--- config.mk ---
export PLATFORM = sky130hd
export DESIGN_NAME = jpeg_rle_expander_flat
export DESIGN_NICKNAME = d
export VERILOG_FILES = /design/src/rtl/jpeg_rle_expander_if.sv /design/src/rtl/jpeg_rle_expander.sv /design/src/flat_wrapper.sv
export SDC_FILE = /design/constraint.sdc
export NUM_CORES = 1
export LEC_CHECK = 0
export ABC_AREA = 1
export CAP_MARGIN = 20
export CORE_MARGIN = 2
export CORE_UTILIZATION = 45
export CTS_BUF_LIST = sky130_fd_sc_hd__clkbuf_4 sky130_fd_sc_hd__clkbuf_8
export CTS_CLUSTER_SIZE = 14
export DETAILED_ROUTE_END_ITERATION = 8
export PLACE_DENSITY = 0.77
export SLEW_MARGIN = 30
export SYNTH_ARGS = -nofsm -noshare
export SYNTH_HDL_FRONTEND = slang
export SYNTH_SLANG_ARGS = --single-unit
--- constraint.sdc ---
create_clock -name clk -period 2.8 [get_ports clk]
set_input_delay 0.28 -clock clk [delete_from_list [all_inputs] [get_ports clk]]
set_output_delay 0.28 -clock clk [all_outputs]
set_load 0.005 [all_outputs]
--- src/rtl/jpeg_rle_expander_if.sv ---
// Stream interface of the JPEG run-length expander.
// One bundle carries both sides of the expander:
//  - the symbol input stream (in_*), driven by the Huffman decoder;
//  - the coefficient output stream (out_*), consumed by the dezigzag stage;
//  - the overrun flag.
// Modports:
//  - master: the surrounding environment. It drives the symbols and out_ready.
//  - slave: the expander itself.
interface jpeg_rle_expander_if #(
  parameter int COEF_W = 12,
  parameter int IDX_W  = 6
);
  // Symbol stream (entropy decoder -> expander).
  logic              in_valid;
  logic              in_ready;
  logic [3:0]        in_run;
  logic [COEF_W-1:0] in_value;
  logic              in_eob;

  // Coefficient stream (expander -> dezigzag).
  logic              out_valid;
  logic              out_ready;
  logic [COEF_W-1:0] out_data;
  logic [IDX_W-1:0]  out_idx;
  logic              out_last;

  // One-cycle pulse when a symbol ran past the end of a block.
  logic              err_overrun;

  modport master (
    output in_valid, in_run, in_value, in_eob, out_ready,
    input  in_ready, out_valid, out_data, out_idx, out_last, err_overrun
  );

  modport slave (
    input  in_valid, in_run, in_value, in_eob, out_ready,
    output in_ready, out_valid, out_data, out_idx, out_last, err_overrun
  );
endinterface

--- src/rtl/jpeg_rle_expander.sv ---
// JPEG run-length expander.
// Turns (run, value, eob) symbols into a flat stream of BLOCK_LEN
// coefficients per block, with out_idx giving the position in the block
// and out_last marking the final coefficient.
//
// Handshake rules, identical on both sides:
//  - A transfer happens on a rising edge where valid && ready.
//  - valid never depends on ready.
//  - While valid=1 and ready=0, the payload (data/idx/last) holds steady.
//  - in_ready is a pure decode of the state. It is high only in IDLE and
//    never in reset, so there is no combinational path from out_ready.
//
// Only one symbol is in flight at a time:
//  - IDLE accepts a symbol;
//  - ZEROS emits its run of zeros;
//  - VALUE emits the coefficient itself;
//  - FILL pads the rest of the block with zeros after an end-of-block.
// A run that would cross the end of the block is cut at the last position.
// That beat is marked last, the remaining zeros and the value are dropped,
// and err_overrun pulses on the following cycle.
module jpeg_rle_expander #(
  parameter int COEF_W    = 12,
  parameter int BLOCK_LEN = 64,
  parameter int IDX_W     = $clog2(BLOCK_LEN)
) (
  input  logic                clk,
  input  logic                rst_n,
  jpeg_rle_expander_if.slave  bus,
  output logic [1:0]          dbg_state
);

  typedef enum logic [1:0] {
    IDLE  = 2'd0,
    ZEROS = 2'd1,
    VALUE = 2'd2,
    FILL  = 2'd3
  } state_t;

  localparam logic [IDX_W-1:0] IDX_MAX = IDX_W'(BLOCK_LEN - 1);
  localparam logic [IDX_W-1:0] IDX_ONE = IDX_W'(1);

  state_t            state, state_n;
  logic [3:0]        cnt, cnt_n;
  logic [COEF_W-1:0] val, val_n;
  logic [IDX_W-1:0]  idx, idx_n;
  logic              overrun;
  logic              in_hs;
  logic              out_hs;

  // Handshake qualifiers for both streams.
  always_comb begin
    in_hs  = bus.in_valid && bus.in_ready;
    out_hs = bus.out_valid && bus.out_ready;
  end

  // Output decode: every output is a function of the current state registers.
  always_comb begin
    bus.in_ready  = rst_n && (state == IDLE);
    bus.out_valid = (state != IDLE);
    bus.out_data  = (state == VALUE) ? val : '0;
    bus.out_idx   = idx;
    bus.out_last  = (state != IDLE) && (idx == IDX_MAX);
    dbg_state     = state;
  end

  // Next-state logic. All state holds unless a handshake occurs,
  // so back-pressure on the output freezes the expander.
  always_comb begin
    state_n = state;
    cnt_n   = cnt;
    val_n   = val;
    idx_n   = idx;
    overrun = 1'b0;
    case (state)
      IDLE: begin
        if (in_hs) begin
          if (bus.in_eob) begin
            state_n = FILL;
          end else if (bus.in_run != 4'd0) begin
            cnt_n   = bus.in_run;
            val_n   = bus.in_value;
            state_n = ZEROS;
          end else begin
            val_n   = bus.in_value;
            state_n = VALUE;
          end
        end
      end
      ZEROS: begin
        if (out_hs) begin
          if (idx == IDX_MAX) begin
            // The run reached the block end. Drop whatever is left of it.
            overrun = 1'b1;
            cnt_n   = 4'd0;
            idx_n   = '0;
            state_n = IDLE;
          end else begin
            cnt_n = cnt - 4'd1;
            idx_n = idx + IDX_ONE;
            if (cnt == 4'd1) begin
              state_n = VALUE;
            end
          end
        end
      end
      VALUE: begin
        if (out_hs) begin
          // Natural wrap: a value at the last position closes the block.
          idx_n   = idx + IDX_ONE;
          state_n = IDLE;
        end
      end
      FILL: begin
        if (out_hs) begin
          if (idx == IDX_MAX) begin
            idx_n   = '0;
            state_n = IDLE;
          end else begin
            idx_n = idx + IDX_ONE;
          end
        end
      end
      default: begin
        state_n = IDLE;
      end
    endcase
  end

  // State registers. The asynchronous reset discards any partial block.
  always_ff @(posedge clk or negedge rst_n) begin
    if (!rst_n) begin
      state <= IDLE;
      cnt   <= 4'd0;
      val   <= '0;
      idx   <= '0;
    end else begin
      state <= state_n;
      cnt   <= cnt_n;
      val   <= val_n;
      idx   <= idx_n;
    end
  end

  // Registered one-cycle overrun pulse.
  always_ff @(posedge clk or negedge rst_n) begin
    if (!rst_n) begin
      bus.err_overrun <= 1'b0;
    end else begin
      bus.err_overrun <= overrun;
    end
  end

endmodule

--- src/flat_wrapper.sv ---
// flat-port wrapper written by rule: the top's interface ports become plain ports
module jpeg_rle_expander_flat 
#(
  parameter int COEF_W    = 12,
  parameter int BLOCK_LEN = 64,
  parameter int IDX_W     = $clog2(BLOCK_LEN)
)
  (clk, rst_n, dbg_state, bus_in_valid, bus_in_run, bus_in_value, bus_in_eob, bus_out_ready, bus_in_ready, bus_out_valid, bus_out_data, bus_out_idx, bus_out_last, bus_err_overrun);
  jpeg_rle_expander_if #(.COEF_W(COEF_W), .IDX_W(IDX_W)) bus_i ();
  input  logic clk;
  input  logic rst_n;
  output logic [1:0] dbg_state;
  input wire logic [$bits(bus_i.in_valid)-1:0] bus_in_valid;
  input wire logic [$bits(bus_i.in_run)-1:0] bus_in_run;
  input wire logic [$bits(bus_i.in_value)-1:0] bus_in_value;
  input wire logic [$bits(bus_i.in_eob)-1:0] bus_in_eob;
  input wire logic [$bits(bus_i.out_ready)-1:0] bus_out_ready;
  output wire logic [$bits(bus_i.in_ready)-1:0] bus_in_ready;
  output wire logic [$bits(bus_i.out_valid)-1:0] bus_out_valid;
  output wire logic [$bits(bus_i.out_data)-1:0] bus_out_data;
  output wire logic [$bits(bus_i.out_idx)-1:0] bus_out_idx;
  output wire logic [$bits(bus_i.out_last)-1:0] bus_out_last;
  output wire logic [$bits(bus_i.err_overrun)-1:0] bus_err_overrun;
  assign bus_i.in_valid = bus_in_valid;
  assign bus_i.in_run = bus_in_run;
  assign bus_i.in_value = bus_in_value;
  assign bus_i.in_eob = bus_in_eob;
  assign bus_i.out_ready = bus_out_ready;
  assign bus_in_ready = bus_i.in_ready;
  assign bus_out_valid = bus_i.out_valid;
  assign bus_out_data = bus_i.out_data;
  assign bus_out_idx = bus_i.out_idx;
  assign bus_out_last = bus_i.out_last;
  assign bus_err_overrun = bus_i.err_overrun;
  jpeg_rle_expander #(.COEF_W(COEF_W), .BLOCK_LEN(BLOCK_LEN), .IDX_W(IDX_W)) u_core (.clk(clk), .rst_n(rst_n), .bus(bus_i), .dbg_state(dbg_state));
endmodule
# Yosys cells after proc, flatten, opt, wreduce, memory -nomap -nowiden
# Cells that the tools add are included.
# W data, S select, Z words.
# totals
mem_bits_ro	0
memories	0
elab_cells	60
mem_bits_rw	0
latch_bits	0
out_inout_bits	24
ff_bits	25
# classes
magnitude_cmp	0
mux	24
multipliers	0
n_shift	0
addsub	2
bitwise	1
reduce_logical	14
div	0
eq_ne	14
# op_table
operator	n
$mux W4	5
$mux W2	9
$mux W6	3
$mux W12	1
$ne A2 B1 Y1 const B	6
$pmux W6 S2	1
$pmux W2 S4	1
$pmux W4 S2	1
$add A6 B1 Y6 const B	1
$eq A6 B6 Y1 const B	1
$reduce_and A3 Y1	2
$reduce_and A6 Y1	1
$reduce_bool A2 Y1	3
$reduce_and A5 Y1	1
$eq A2 B2 Y1 const B	2
$eq A4 B1 Y1 const B	1
$logic_and A1 B1 Y1	4
$ne A2 B2 Y1 const B	2
$reduce_bool A4 Y1	1
$sub A4 B1 Y4 const B	1
$mux W1	3
$ne A3 B1 Y1 const B	1
$eq A2 B1 Y1 const B	1
$logic_not A2 Y1	1
other kinds (2)	2

# Depth between registers and ports, before layout
# Gate-level depths: netlist (run 1).
# depth
depth_word	5
ltp_mapped	8
depth_no_buf	8

# Least setup slack after synthesis (run 1)
# Ideal clock, no wire load.
# synth_timing
path_type	reg-to-reg
startpoint	register u_core.state[0] (netlist: u_core.dbg_state[0])
endpoint	register u_core.val[1]
required_ps	2683
path_stages_with_launch	6
n_path_buf	1
t_arrival_ps	1146
period_less_slack_ps	1263
setup_slack_ps	1537
setup_ps	117
cell_sequence	dfrtp_1 > nor2_4 > nand3_4 > nor2_8 > buf_6 > o21ai_2
# synth_via
elab_chain_len	4
# synth_lines
element	line	text
from (decl)	jpeg_rle_expander.sv:42	state_t state, state_n;
from (signal assigned)	jpeg_rle_expander.sv:137	state <= state_n;
$logic_not A2 Y1 (*)	jpeg_rle_expander.sv:58, jpeg_rle_expander.sv:74	
$logic_and A1 B1 Y1	jpeg_rle_expander.sv:58	bus.in_ready = rst_n && (state == IDLE);
$logic_and A1 B1 Y1	jpeg_rle_expander.sv:52	in_hs = bus.in_valid && bus.in_ready;
$reduce_and A3 Y1 (no source line) (*)	-	
to (signal assigned)	jpeg_rle_expander.sv:139	val <= val_n;
to (decl)	jpeg_rle_expander.sv:44	logic [COEF_W-1:0] val, val_n;
# Every way passes the cells marked *; elsewhere a longest branch is shown, timed or not.
# A chain may end at the register's enable or synchronous reset.

# Worst setup path in the final report (run 1)
# layout_timing
startpoint	register u_core.idx[1] (netlist: u_core.bus.out_idx[1])
endpoint	output bus_out_last
# layout_via
elab_chain_len	2
# layout_lines
element	line	text
from (decl)	jpeg_rle_expander.sv:45	logic [IDX_W-1:0] idx, idx_n;
from (signal assigned)	jpeg_rle_expander.sv:140	idx <= idx_n;
$eq A6 B6 Y1	jpeg_rle_expander.sv:62	bus.out_last = (state != IDLE) && (idx == IDX_MAX);
$logic_and A1 B1 Y1	jpeg_rle_expander.sv:62	
to (decl)	flat_wrapper.sv:22	output wire logic [$bits(bus_i.out_last)-1:0] bus_out_last;
# Every way passes these cells.

==> flow_metrics.py, run 1 <==
metrics = {
    "status": {
        "status": "finished, final reports clean",
    },
    "grt": {
        "grt_max_degree": 27,
        "grt_remaining_overflow": 0,
        "antenna_found_initial": 0,
        "first_global_vias": 1202,
        "track_usage_pct": 18.9,
        "grt_pass1_wl_um": 5330,
    },
    "setup_path": {
        "rr_endpoint": "u_core.val[0]$_DFFE_PN0P_",
        "crit_fanout": 4,
        "r2r_start": "u_core.dbg_state[0]$_DFFE_PN0P_",
        "worstPathArrival_ps": 1950,
        "crit_start": "u_core.bus.out_idx[1]$_DFFE_PN0P_",
        "max_stage_delay_ps": 510,
        "cp_cell_sequence": "ha_1 > nand2_1 > nor2_1 > nand2_1 > nor2_1 > clkdlybuf4s50_1",
        "cp-start-kind": "flip-flop",
        "reg2reg_depth": 5,
        "setup.worst_path.end_class": "primary output",
        "r2r_slack_ps": 1250,
        "slowest_stage": "clkdlybuf4s50_1",
        "worstPathRequired_ps": 2520,
        "crit_type": "flip-flop to primary output",
    },
    "logic_synthesis": {
        "synth_xor_area_share_pct": 2.33,
        "synth_area_sq_um": 1500,
        "synth_compound_area_share_pct": 9.58,
        "synthCells": 192,
        "synth_area_per_cell_sq_um": 7.82,
        "syn_nets": 216,
        "synth-async-reset-ratio_pct": 100,
        "synth_common_cells": "nand2_1, nor2_1, inv_1, dfrtp_1",
        "synth_simple_gate_area_share_pct": 34.7,
        "synth_edf_count": 0,
        "synth.distinct_cells": 24,
        "yosysMostFrequentCell": "nand2_1",
        "synthAdderAreaFrac_pct": 2.50,
        "synth_top_family_by_area": "simple AND/OR/NAND/NOR gates",
        "ys_seq_elements": 25,
        "ys.flop_type": "dfrtp_1",
        "synth_top_area_share_pct": 41.7,
        "yosysSeqAreaShare_pct": 41.7,
        "netlist_top_cells_area": "dfrtp_1, nand2_1, nor2_1",
        "ys_warn_count": 0,
        "muxShareOfSynthArea_pct": 0,
        "synth_top_cell_by_area": "dfrtp_1",
    },
    "drt": {
        "first_pass_iters": 4,
        "wl_um": 3170,
        "drt_iter0_drc": 47,
        "wl_per_cell_um": 11.2,
        "via_per_inst": 4.65,
        "ant_nets": 0,
        "vias": 1311,
        "drc_errors": 0,
    },
    "floorplanning": {
        "io_pins": 45,
        "dieHeight_um": 61.8,
        "start_util_pct": 48.4,
        "fp.dieW_um": 61.8,
        "row_count": 20,
        "core-area_sq_um": 3100,
        "dieArea_sq_um": 3810,
    },
    "timing": {
        "slew_headroom_pct": 70.5,
        "slew_viol_final": 0,
        "rsz0062_at_grt": "false",
        "finClkSkew_ps": 5.88,
        "max_freq_ghz": 0.449,
        "setup_viol_count_final": 0,
        "hold_viol_final": 0,
        "layout_min_cycle_time_ps": 2230,
        "fin_crit_sh_pct": 79.5,
        "final.setup.tns_ps": 0,
        "tightestPinTransition_ps": 441,
    },
    "worst_hold_path": {
        "hold_path.class": "primary input to async pin",
    },
    "clock_tree": {
        "cts_tree": "built",
        "cts.sinks": 25,
        "cts_resized": 0,
        "clk_latency_ps": 310,
        "postCtsSetupBuffers": 0,
        "holdBufCountCts": 0,
        "path_clk_slew_ps": 130,
        "root_buffer": "clkbuf_4",
        "htreeDepth": 1,
        "clock_path_buffers": 2,
        "numCtsBuffers": 3,
    },
    "placed_design": {
        "place.port_buffers": 44,
        "hpwl_um": 2460,
        "placed_cell_area_sq_um": 1970,
        "place_congestion": 0.914,
    },
    "power": {
        "vdd_drop_max_uv": 598,
        "p_leak_nw": 0.963,
        "power_density_nw_per_um2": 885,
    },
    "final_layout": {
        "area_delta_synth_final_pct": 32.9,
        "layout-drive-gt1-share_pct": 14.3,
        "nNetsFinal": 263,
        "final_area_sq_um": 2000,
        "n_antenna_cell": 0,
    },
    "flow_run": {
        "cap_violations": 0,
    },
}
registers in the layout, indices dropped and copies added, names as in the netlist:
| register | flops |
|---|---|
| u_core.cnt | 4 |
| u_core.bus.out_idx | 6 |
| u_core.dbg_state | 2 |
| u_core.bus.err_overrun | 1 |
| u_core.val | 12 |
worst max-delay path, delay by kind of cell (launching register included):
kind	cells	cell delay [ps]
buf+inv	1	510
simple gates	4	490
flops	1	420
fa+ha+maj	1	210
report_power, final:
| part | total [mW] | internal [mW] | switching (mW) | leakage, nW |
|---|---|---|---|---|
| clock | 0.157 | 0.0535 | 0.103 | 0.0177 |
| combinational | 0.958 | 0.474 | 0.484 | 0.635 |
| sequential | 0.652 | 0.522 | 0.130 | 0.310 |
kinds of logic after synthesis:
kind of cell             count (synthesis)
buffers and inverters                   30
XOR/XNOR                                 4
AND/OR/NAND/NOR                        110
flip-flops                              25
AO/OA/AOI/OAI                           20
adder cells (fa/ha/maj)                  3
cell type report:
type	instances	area (sq um)
clock buffers	3	22.5
clock inverters	1	5.00
fillers	280	1110
inverters	27	101
multi-input cells	137	738
flip-flops and latches	25	626
well taps	44	55.1
repair buffers	45	448
layer usage:
metal | GRT usage, % | wire [um] | up-vias
li1 | - | - | 682
met1 | 26.6 | 1550 | 600
met2 | 28.4 | 1450 | 27
met3 | 5.18 | 149 | 2
met4 | 5.78 | 27 | 0
met5 | 0 | 0 | -
per-stage QoR:
stage               utilization [%]  total power, mW  cells  setup slack, ps  hold WS, ps
floorplan                         -             1.23    192             1540        -15.6
global placement               63.4             1.59    278              925          498
detailed placement             63.4             1.62    278              867          512
CTS                            64.3             1.78    282              554          356
global route                   64.3             1.94    282              310          362
finish                         64.3             1.77    282              573          350
worst max path at each step:
stage | endpoint | cells past startpoint
2_1_floorplan | u_core.val[1]$_DFFE_PN0P_ | 5
4_1_cts | bus_out_last | 6
6_report | bus_out_last | 6
3_5_place_dp | u_core.val[11]$_DFFE_PN0P_ | 6
3_3_place_gp | u_core.val[2]$_DFFE_PN0P_ | 6
5_1_grt | bus_out_last | 6
cell usage in the layout (no fill, tap or decap), drive strengths merged:
master / netlist / routed
xnor2: 3 / 3
clkdlybuf4s50: 0 / 44
o21bai: 1 / 1
clkinv: 0 / 1
nor2: 32 / 32
nand3b: 1 / 1
nand2: 64 / 64
xor2: 1 / 1
nand4: 1 / 1
nand3: 12 / 12
ha: 3 / 3
dfrtp: 25 / 25
o21ai: 18 / 18
inv: 27 / 27
clkbuf: 0 / 3
buf: 3 / 1
a21oi: 1 / 1
Note: power is estimated with default switching activity, not from simulation.
==> inputs of run 2 (changes only) <==
--- a/config.mk
+++ b/config.mk
@@ -8,11 +8,11 @@
 export ABC_AREA = 1
 export CAP_MARGIN = 20
 export CORE_MARGIN = 2
-export CORE_UTILIZATION = 45
+export CORE_UTILIZATION = 44
 export CTS_BUF_LIST = sky130_fd_sc_hd__clkbuf_4 sky130_fd_sc_hd__clkbuf_8
 export CTS_CLUSTER_SIZE = 14
 export DETAILED_ROUTE_END_ITERATION = 8
-export PLACE_DENSITY = 0.77
+export PLACE_DENSITY = 0.79
 export SLEW_MARGIN = 30
 export SYNTH_ARGS = -nofsm -noshare
 export SYNTH_HDL_FRONTEND = slang
==> constraint.sdc (replaced) <==
create_clock -name clk -period 2 [get_ports clk]
set_input_delay 0.2 -clock clk [delete_from_list [all_inputs] [get_ports clk]]
set_output_delay 0.2 -clock clk [all_outputs]
set_load 0.005 [all_outputs]
==> run 2 against run 1 <==
- critical path depth shrank 2
- final cell count rose by 3.2%
- flip-flop and latch count unchanged
- worst setup slack got worse by 430 ps
- global-route usage is 1.9 points lower
==> flow_metrics.py, run 2 (synthesis gave the netlist of run 1 again) <==
metrics = {
    "status": {
        "status": "finished, final reports clean",
    },
    "floorplanning": {
        "core-area_sq_um": 3310,
        "row_count": 21,
        "fp.dieW_um": 62.4,
        "dieHeight_um": 62.4,
        "dieArea_sq_um": 3900,
        "io_pins": 45,
        "start_util_pct": 45.4,
    },
    "timing": {
        "setup_viol_count_final": 0,
        "fin_crit_sh_pct": 92.7,
        "rsz0062_at_grt": "false",
        "hold_viol_final": 0,
        "hold_ws_ps": 350,
        "slew_viol_final": 0,
        "layout_min_cycle_time_ps": 1850,
        "final.setup.tns_ps": 0,
        "max_freq_ghz": 0.539,
        "finClkSkew_ps": 4.44,
        "setup_ws_ps": 145,
        "slew_headroom_pct": 71.4,
        "tightestPinTransition_ps": 430,
    },
    "placed_design": {
        "dp_slack_ps": 238,
        "placed_cell_area_sq_um": 1990,
        "place.port_buffers": 44,
        "place_congestion": 0.864,
        "dp_cells": 282,
        "hpwl_um": 2420,
    },
    "clock_tree": {
        "clock_path_buffers": 2,
        "cts_tree": "built",
        "htreeDepth": 1,
        "holdBufCountCts": 0,
        "cts.sinks": 25,
        "path_clk_slew_ps": 140,
        "clk_latency_ps": 320,
        "numCtsBuffers": 3,
        "root_buffer": "clkbuf_4",
    },
    "power": {
        "p_total_mw": 2.58,
        "p_int_mw": 1.55,
        "p_leak_nw": 1.02,
        "switchingPower_mw": 1.03,
        "power_density_nw_per_um2": 1240,
        "p_comb_share_pct": 57.1,
        "p_seq_share_pct": 34.1,
        "swShare_pct": 40.0,
        "clockPowerShare_pct": 8.8,
        "vdd_drop_max_uv": 567,
    },
    "setup_path": {
        "slowest_stage": "clkdlybuf4s50_1",
        "setup.worst_path.end_class": "primary output",
        "crit_type": "flip-flop to primary output",
        "worstPathArrival_ps": 1650,
        "r2r_start": "u_core.dbg_state[0]$_DFFE_PN0P_",
        "max_stage_delay_ps": 510,
        "crit_start": "u_core.dbg_state[1]$_DFFE_PN0P_",
        "worstPathRequired_ps": 1800,
        "cp_cell_sequence": "inv_1 > nand2_2 > nor2_2 > clkdlybuf4s50_1",
        "crit_fanout": 6,
        "cp-start-kind": "flip-flop",
    },
    "grt": {
        "grt_util_met3_pct": 2.34,
        "grt_busiest_layer": "met2",
        "grt_pass1_wl_um": 5440,
        "grt_max_degree": 25,
        "track_usage_pct": 17.0,
        "first_global_vias": 1266,
        "antenna_found_initial": 0,
        "use_met2_pct": 28.9,
        "met1_usage_pct": 22.3,
        "grt_remaining_overflow": 0,
    },
    "drt": {
        "drt_iter0_drc": 44,
        "vias": 1348,
        "via_per_inst": 4.63,
        "wl_um": 3180,
        "drc_errors": 0,
        "first_pass_iters": 4,
        "ant_nets": 0,
        "wl_per_cell_um": 10.9,
    },
    "final_layout": {
        "fin_util_pct": 62.6,
        "nNetsFinal": 270,
        "layout-drive-gt1-share_pct": 19.2,
        "final_common_cell": "nand2_1",
        "n_antenna_cell": 0,
        "area_delta_synth_final_pct": 38.0,
        "regMostFlops": "u_core.val",
        "final_cell_mix": "nand2_1, clkdlybuf4s50_1, inv_1",
        "largest_reg_flops": 12,
        "final_cells": 291,
        "final_area_sq_um": 2070,
    },
    "flow_run": {
        "cap_violations": 0,
    },
    "worst_hold_path": {
        "hold_path.class": "primary input to async pin",
    },
}
run 2: changes by cell type in the layout (fill, tap and decap cells not counted), sizes merged:
| cell | before | now |
|---|---|---|
| buf | 1 | 8 |
| clkdlybuf4s50 | 44 | 43 |
| dlymetal6s2s | 0 | 1 |
run 2: worst max-delay path, delay by kind of cell (launching register included):
kind / cells / cell delay [ps]
buf+inv: 2 / 650
flops: 1 / 480
simple gates: 2 / 210
run 2: final timing paths:
check / to / slack [ps] / cells past startpoint
min reg2reg: u_core.val[7]$_DFFE_PN0P_ / 540 / 2
max in group asynchronous: u_core.dbg_state[1]$_DFFE_PN0P_ / 1460 / 2
max: bus_in_ready / 150 / 4
min in group clk: u_core.val[11]$_DFFE_PN0P_ / 420 / 3
max reg2reg: u_core.val[1]$_DFFE_PN0P_ / 450 / 6
min: u_core.val[10]$_DFFE_PN0P_ / 350 / 2
run 2: final cells by class:
type                       instances  area (sq um)
tap                               46          57.6
inverter                          27           101
clock buffer                       3          22.5
multi-input combinational        137           756
sequential                        25           627
clock inverter                     1          5.00
fill                             309          1240
timing repair buffer              52           503
run 2: power by group through the flow:
stage          combinational, mW  clock, mW  sequential, mW
2_1_floorplan              0.826          0           0.892
3_3_place_gp                1.36          0           0.885
3_5_place_dp                1.38          0           0.892
4_1_cts                     1.44      0.228           0.875
5_1_grt                     1.65      0.262           0.908
6_report                    1.47      0.227           0.880
run 2: timing repair:
| item | in CTS | in global routing |
|---|---|---|
| endpoints found under the hold margin | 0 | 0 |
| resized for setup | 5 | 3 |
| endpoints found under the setup margin | 12 | 6 |
| pin swaps | 0 | 2 |
| setup buffers | 2 | 3 |
run 2: routing by layer:
metal	share of wire [%]	wire length (um)
met1	46	1460
met4	1.3	42
met2	47	1510
met5	0	0
met3	5.2	166
==> inputs of run 3 (changes only) <==
--- a/config.mk
+++ b/config.mk
@@ -8,11 +8,11 @@
 export ABC_AREA = 1
 export CAP_MARGIN = 20
 export CORE_MARGIN = 2
-export CORE_UTILIZATION = 44
+export CORE_UTILIZATION = 45
 export CTS_BUF_LIST = sky130_fd_sc_hd__clkbuf_4 sky130_fd_sc_hd__clkbuf_8
 export CTS_CLUSTER_SIZE = 14
 export DETAILED_ROUTE_END_ITERATION = 8
-export PLACE_DENSITY = 0.79
+export PLACE_DENSITY = 0.77
 export SLEW_MARGIN = 30
 export SYNTH_ARGS = -nofsm -noshare
 export SYNTH_HDL_FRONTEND = slang
==> constraint.sdc (replaced) <==
create_clock -name clk -period 2.32 [get_ports clk]
set_input_delay 0.232 -clock clk [delete_from_list [all_inputs] [get_ports clk]]
set_output_delay 0.232 -clock clk [all_outputs]
set_load 0.005 [all_outputs]
==> run 3 against run 2 <==
- power decreased by 17%
- clock power decreased by 11%
- final cell count decreased by 2.7%
- wire length decreased by 1.4%
- register-to-register slack improved by 330 ps
- global-route usage increased by 1.6 points
- critical path type unchanged
- critical endpoint is now bus_out_data[1]
==> flow_metrics.py, run 3 (synthesis gave the netlist of run 1 again) <==
metrics = {
    "setup_path": {
        "r2r_start": "u_core.dbg_state[0]$_DFFE_PN0P_",
        "reg2reg_depth": 5,
        "crit_type": "flip-flop to primary output",
        "crit_fanout": 12,
        "setup.worst_path.end_class": "primary output",
        "r2r_slack_ps": 780,
        "rr_endpoint": "u_core.val[2]$_DFFE_PN0P_",
        "worstPathRequired_ps": 2090,
        "crit_start": "u_core.dbg_state[0]$_DFFE_PN0P_",
        "cp-start-kind": "flip-flop",
        "worstPathArrival_ps": 1920,
    },
    "timing": {
        "fin_crit_sh_pct": 92.8,
        "slew_headroom_pct": 71.2,
        "hold_viol_final": 0,
        "tightestPinTransition_ps": 432,
        "max_freq_ghz": 0.465,
        "setup_viol_count_final": 0,
        "final.setup.tns_ps": 0,
        "layout_min_cycle_time_ps": 2150,
        "setup_ws_ps": 168,
        "hold_ws_ps": 261,
        "rsz0062_at_grt": "false",
        "slew_viol_final": 0,
        "finClkSkew_ps": 1.98,
    },
    "floorplanning": {
        "io_pins": 45,
        "core-area_sq_um": 3100,
        "start_util_pct": 48.4,
        "fp.dieW_um": 61.8,
        "dieHeight_um": 61.8,
        "dieArea_sq_um": 3810,
        "row_count": 20,
    },
    "drt": {
        "drc_errors": 0,
        "first_pass_iters": 4,
        "drt_iter0_drc": 34,
        "wl_per_cell_um": 11.1,
        "vias": 1315,
        "ant_nets": 0,
        "via_per_inst": 4.65,
        "wl_um": 3130,
    },
    "clock_tree": {
        "cts.sinks": 25,
        "postCtsSetupBuffers": 0,
        "path_clk_slew_ps": 130,
        "htreeDepth": 1,
        "cts_tree": "built",
        "root_buffer": "clkbuf_4",
        "holdBufCountCts": 0,
        "cts_resized": 0,
        "clock_path_buffers": 2,
        "clk_latency_ps": 310,
        "numCtsBuffers": 3,
    },
    "grt": {
        "grt_pass1_wl_um": 5220,
        "grt_max_degree": 25,
        "first_global_vias": 1184,
        "track_usage_pct": 18.5,
        "grt_remaining_overflow": 0,
        "antenna_found_initial": 0,
    },
    "final_layout": {
        "n_antenna_cell": 0,
        "nNetsFinal": 264,
        "layout-drive-gt1-share_pct": 15.1,
        "final_common_cell": "nand2_1",
        "final_cell_mix": "nand2_1, clkdlybuf4s50_1, inv_1, nor2_1, dfrtp_1",
        "regMostFlops": "u_core.val",
        "n_fill_cell": 290,
        "final_area_sq_um": 2010,
        "largest_reg_flops": 12,
        "area_delta_synth_final_pct": 33.8,
    },
    "status": {
        "status": "finished, final reports clean",
    },
    "worst_hold_path": {
        "hold_path.class": "primary input to async pin",
    },
    "placed_design": {
        "hpwl_um": 2510,
        "place_congestion": 0.889,
        "place.port_buffers": 44,
        "dp_slack_ps": 533,
        "placed_cell_area_sq_um": 1980,
    },
    "flow_run": {
        "cap_violations": 0,
    },
    "power": {
        "p_leak_nw": 0.969,
        "vdd_drop_max_uv": 661,
        "power_density_nw_per_um2": 1070,
    },
}
run 3: changes by cell type in the layout (fill, tap and decap cells not counted), sizes merged:
cell,delta
clkdlybuf4s50,+1
buf,-6
dlymetal6s2s,-1
clkinv,-1
clkbuf,+1
run 3: area by class of cell:
type                    instances  area (sq um)  share of cell area, %
clock buffers                   4          30.0                   1.50
inverters                      27           101                   5.05
well taps                      44          55.1                   2.74
multi-input cells             137           741                   36.9
repair buffers                 46           455                   22.7
flip-flops and latches         25           626                   31.2
run 3: metrics by stage:
step / std cells / util [%] / total power [mW]
2_1_floorplan: 192 / - / 1.48
3_3_place_gp: 279 / 63.7 / 1.92
3_5_place_dp: 279 / 63.7 / 1.96
4_1_cts: 283 / 64.6 / 2.17
5_1_grt: 283 / 64.7 / 2.36
6_report: 283 / 64.7 / 2.15
run 3: critical path: stages (launching register included):
cell and delay [ps]:
dfrtp_1 510, inv_1 130, nand2_1 260, nor2_1 180, clkdlybuf4s50_1 530
run 3: how the worst max path moves through the flow:
stage / endpoint / slack [ps] / cells after the start
after global placement: bus_out_last / 550 / 6
after global routing: bus_out_last / 30 / 6
final: bus_out_data[1] / 170 / 4
after detailed placement: bus_out_last / 530 / 6
after CTS: bus_out_last / 160 / 6
after floorplan: u_core.val[1]$_DFFE_PN0P_ / 1060 / 5
run 3: where the power goes:
part / leakage, nW / switching [mW] / internal (mW)
Combinational: 0.640 / 0.588 / 0.574
Clock: 0.0184 / 0.123 / 0.0788
Sequential: 0.310 / 0.153 / 0.631
Total: 0.969 / 0.864 / 1.28
run 3: routing by layer:
metal	wire, um	vias to the layer above	track usage, %	share of wire [%]
met5	0	-	0	0
li1	-	687	-	-
met3	149	4	4.97	4.8
met2	1500	31	29.9	48
met4	37	0	4.26	1.2
met1	1450	593	25.1	46
==> edit 1: new RTL, settings of run 1 <==
`COEF_W` is set to 12 in 3 places; all go to 24.
--- a/src/rtl/jpeg_rle_expander_if.sv
+++ b/src/rtl/jpeg_rle_expander_if.sv
@@ -9,3 +9,3 @@
 interface jpeg_rle_expander_if #(
-  parameter int COEF_W = 12,
+  parameter int COEF_W = 24,
   parameter int IDX_W  = 6
--- a/src/rtl/jpeg_rle_expander.sv
+++ b/src/rtl/jpeg_rle_expander.sv
@@ -21,3 +21,3 @@
 module jpeg_rle_expander #(
-  parameter int COEF_W    = 12,
+  parameter int COEF_W    = 24,
   parameter int BLOCK_LEN = 64,
--- a/src/flat_wrapper.sv
+++ b/src/flat_wrapper.sv
@@ -3,3 +3,3 @@
 #(
-  parameter int COEF_W    = 12,
+  parameter int COEF_W    = 24,
   parameter int BLOCK_LEN = 64,
Interface: changed (resized bus_in_value and bus_out_data); port bits go from 45 to 69. No check against the original RTL was run, so the function may have changed too.
==> edit 1 against run 1 <==
- critical path depth stayed put
- synthesized area is 34% higher
- routed wire length is 35% higher
- sequential cell count is 12 higher
- setup slack better by 0.030 ns
- design area is 42% higher
- total power is 45% higher
- largest cell class is now sequential cells
- critical endpoint is now bus_out_data[1]
- worst hold slack better by 0.12 ns
==> edit 1: results (changes against run 1) <==
- Max-Slew Margin vs Limit: 70.2% (-0.30 points)
- Yosys attributes the largest share of cell area to dfrtp_1, nand2_1, nor2_1, inv_1, o21ai_2.
* ANT cells: 0 (unchanged)
* Max Clock Skew: 0.00619 ns (+0.000313 ns)
- The maximum resistive drop on vdd came to 0.000450 V (-25%).
* Number of global-route vias before repair: 1770 (+47%)
- DRT iter0 DRCs: 124 (+160%)
- Max reg flops: 24 (+12)
- Internal reg-to-reg setup slack: 1.04 ns (-0.21 ns)
- Portion of the post-synthesis area used by sequential elements: 46.0% (+4.4 points)
* Drt pass-1 iters: 4 (unchanged)
- Status: complete, no violations
- The cell sitting at the root of the clock tree is a clkbuf_8.
* Number of buffers on the longest clock path: 2 (unchanged)
- Via density per instance: 4.74 (+1.9%)
- Data arrival time of the critical path: 1.92 ns (-0.03 ns)
- Global-route total usage across every layer: 18.9% (+0.054 points)
- Placement-stage cell area: 0.00273 mm² (+38%)
* Wire length per cell after detailed routing: 11.2 µm (-0.60%)
- The register clock-pin slew on the reported worst setup and hold paths is 0.07 ns (-0.06 ns).
* Total number of H-tree levels: 2 (+1)
* First-pass GRT wire length: 7580 µm (+42%)
- For this design, the slowest cell found on the critical path is clkdlybuf4s50_1.
* Total of fill cells in the finished design: 385 (+38%)
- The count of warnings emitted by yosys came to 0 (unchanged).
* Fraction of layout instances using a drive strength above 1: 12.7% (-1.6 points)
* Gpl congestion: 0.901 (-1.5%)
* Proportion of register bits with asynchronous set or reset after synthesis: 100% (unchanged)
- Worst-skew pair later-pin latency: 0.28 ns (-0.03 ns)
* Pin count of the biggest net entering global routing: 50 (+85%)
- The net count of the finished layout came to 366 (+39%).
* Leakage: 0.00133 µW (+38%)
* Distinct cell type count of the synthesized netlist: 19 (-21%)
- The synthesized netlist net count came to 294 (+36%).
- Number of buffers added by the clock tree synthesis step: 5 (+2)
* IO Port Bufs: 68 (+55%)
* Critical Path Fanout Max: 22 (+18)
- By count the netlist is led by nand2_1, nor2_1, inv_1.
* Total half-perimeter wirelength after legalization and detailed placement: 3230 µm (+31%)
## edit 1: path summary, 6_finish.rpt
check                                          from  cells past startpoint               endpoint
worst min-delay path                          rst_n                      2  u_core.bus.out_idx[1]
worst max register to register  u_core.dbg_state[0]                      8          u_core.cnt[0]
worst min register to register       u_core.val[12]                      2         u_core.val[12]
worst max-delay path            u_core.dbg_state[1]                      6        bus_out_data[1]
min in group clk                     u_core.val[12]                      2         u_core.val[12]
max in group asynchronous                     rst_n                      3          u_core.val[8]
## edit 1: cell families (layout without fill, tap and decap cells)
logic type | after synthesis | in the layout | share of synthesized area, %
xor gates and xnor gates | 3 | 3 | 1.31
and+or+nand+nor | 136 | 136 | 29.1
AOI/OAI and AO/OA | 33 | 33 | 11.3
adders and majority gates | 3 | 3 | 1.87
DFF | 37 | 37 | 46.0
buffers and inverters | 46 | 118 | 10.4
## edit 1: final cells by class
type | count | area, µm² | share of cell area (%)
timing repair buffer | 72 | 721 | 25.5
tap | 52 | 65.1 | 2.30
inverter | 39 | 146 | 5.18
sequential | 37 | 926 | 32.8
clock buffer | 7 | 90.1 | 3.19
multi-input combinational | 175 | 877 | 31.0
## edit 1: critical path: cells and delay by family, from the launching register on
kind | cells | cell delay (ns)
flops | 1 | 0.46
buf+inv | 4 | 0.91
simple gates | 2 | 0.26
## edit 1: per-stage QoR
step	std cells	hold WS (ns)	worst slack, ns
floorplan	258	-0.0156	1.49
global placement	374	0.257	0.944
detailed placement	374	0.257	0.892
CTS	382	0.480	0.561
global route	382	0.508	0.460
finish	382	0.471	0.603
## edit 1: routing by layer
metal / GRT usage, % / part of all wire [%] / up-vias
li1: - / - / 927
met1: 23.2 / 42 / 832
met2: 32.1 / 50 / 46
met3: 4.27 / 6.5 / 4
met4: 7.97 / 0.68 / 0
met5: 0 / 0 / -
## edit 1: power breakdown
group | internal (µW) | switching [µW] | total [µW]
Combinational | 643 | 628 | 1270
Clock | 205 | 169 | 374
Sequential | 782 | 141 | 923
Total | 1630 | 938 | 2570
## edit 1: timing repair
item	CTS	global route
gates resized for setup	0	0
endpoints found under the hold margin	17	0
hold buffers	1	0
buffers inserted	0	0
==> edit 2: new RTL, config.mk and constraints of run 1 <==
Made on the original files. Make the reset (`rst_n`) synchronous in 2 clocked blocks. Comments in the files are not updated.
--- a/src/rtl/jpeg_rle_expander.sv
+++ b/src/rtl/jpeg_rle_expander.sv
@@ -129,3 +129,3 @@
   // State registers. The asynchronous reset discards any partial block.
-  always_ff @(posedge clk or negedge rst_n) begin
+  always_ff @(posedge clk) begin
     if (!rst_n) begin
@@ -144,3 +144,3 @@
   // Registered one-cycle overrun pulse.
-  always_ff @(posedge clk or negedge rst_n) begin
+  always_ff @(posedge clk) begin
     if (!rst_n) begin
Check against the original RTL: differs if rst_n is asserted again (counterexample within 4 cycles, from zero or initial values and one cycle with rst_n low); with rst_n held inactive, the same outputs for 10 cycles.
==> edit 2 against run 1 <==
- die area down 13%
- routed wire length shrank 14%
- global-route usage is 1.6 points lower
- design area decreased by 11%
- worst hold slack gained 0.11 ns
- sequential share of layout area decreased by 3.2 points
- clock power grew 5%
- setup slack gained 0.13 ns
- sequential cell count is the same
- count of clock-buffer cells in the layout grew 1
- synthesized area shrank 14%
- total power shrank 37%
- critical path type unchanged
- critical endpoint unchanged
==> edit 2: results (changes against run 1) <==
* Met1 Track Usage GR: 22.6% (-3.9 points)
- The sequential cell area is 500 µm² (-20%).
* Max Clock Skew: 0.00492 ns (-0.000960 ns)
* Total of fill cells in the finished design: 283 (+1.1%)
* Pin count of the biggest net entering global routing: 25 (-7.4%)
- Power of the clock network: 165 µW (+5%)
- Worst R2R Path Depth: 9 (+4)
* Critical Path Source: u_core.bus.out_idx[0]
* Worst setup slack before clock tree synthesis: 0.820 ns (-0.0466 ns)
* Top cells by count, synth: nor2_1, nand2_1, inv_1
- Global-route total usage across every layer: 17.2% (-1.6 points)
- Setup slack of the critical path after layout: 0.698 ns (+0.126 ns)
- RR Endpoint: u_core.dbg_state[1]
- Switching portion of total power: 37.5% (-3.1 points)
- The maximum resistive drop on vdd was 0.000492 V (-18%).
- The minimum hold slack is 0.460 ns (+0.111 ns).
- Status: complete, no violations
* Vias: 1275 (-2.7%)
- The synthesized netlist net count came to 221 (+2.3%).
- The placer's final routability congestion estimate came to 0.837 (-8.5%).
- Number of global-route vias before repair: 1122 (-6.7%)
- Origin of the critical flop-to-flop path: u_core.dbg_state[0]
* Global Route met3 Usage: 3.17% (-2.0 points)
- Placement-stage cell area: 0.00175 mm² (-11%)
* Slew at the pin closest to its max-slew limit: 0.464 ns (+0.0231 ns)
- Fraction of met2 tracks used by global routing: 28.4% (about the same)
* Sequential power: 455 µW (-30%)
- The share of layout cells above drive strength 1 came to 7.05% (-7.2 points).
- The share of the yosys chip area belonging to registers was 38.7% (-2.9 points).
* Total half-perimeter wirelength after legalization and detailed placement: 2170 µm (-12%)
- DRT iter0 DRCs: 32 (-32%)
edit 2: worst max-delay path, delay by kind of cell (launching register included):
kind          cells  cell delay (ns)
simple gates      3             0.34
fa+ha+maj         1             0.19
buf+inv           2             0.57
flops             1             0.41
edit 2: cell type report:
class                      count  share of cell area [%]
sequential                    25                    28.1
multi-input combinational    135                    36.1
inverter                      32                    6.75
timing repair buffer          45                    25.2
clock buffer                   4                    1.69
tap                           31                    2.18
edit 2: logic make-up after synthesis:
logic type      Yosys count  share of synthesized area [%]
simple gates             90                           29.7
flops                    25                           38.7
compound gates           39                           15.1
buf+inv                  37                           11.5
xor+xnor                  3                           2.03
fa+ha+maj                 3                           2.90
edit 2: metal layers:
metal,up-vias,routed length [µm]
met4,0,36
met2,23,1240
met3,4,110
met1,542,1330
li1,706,-
met5,-,0
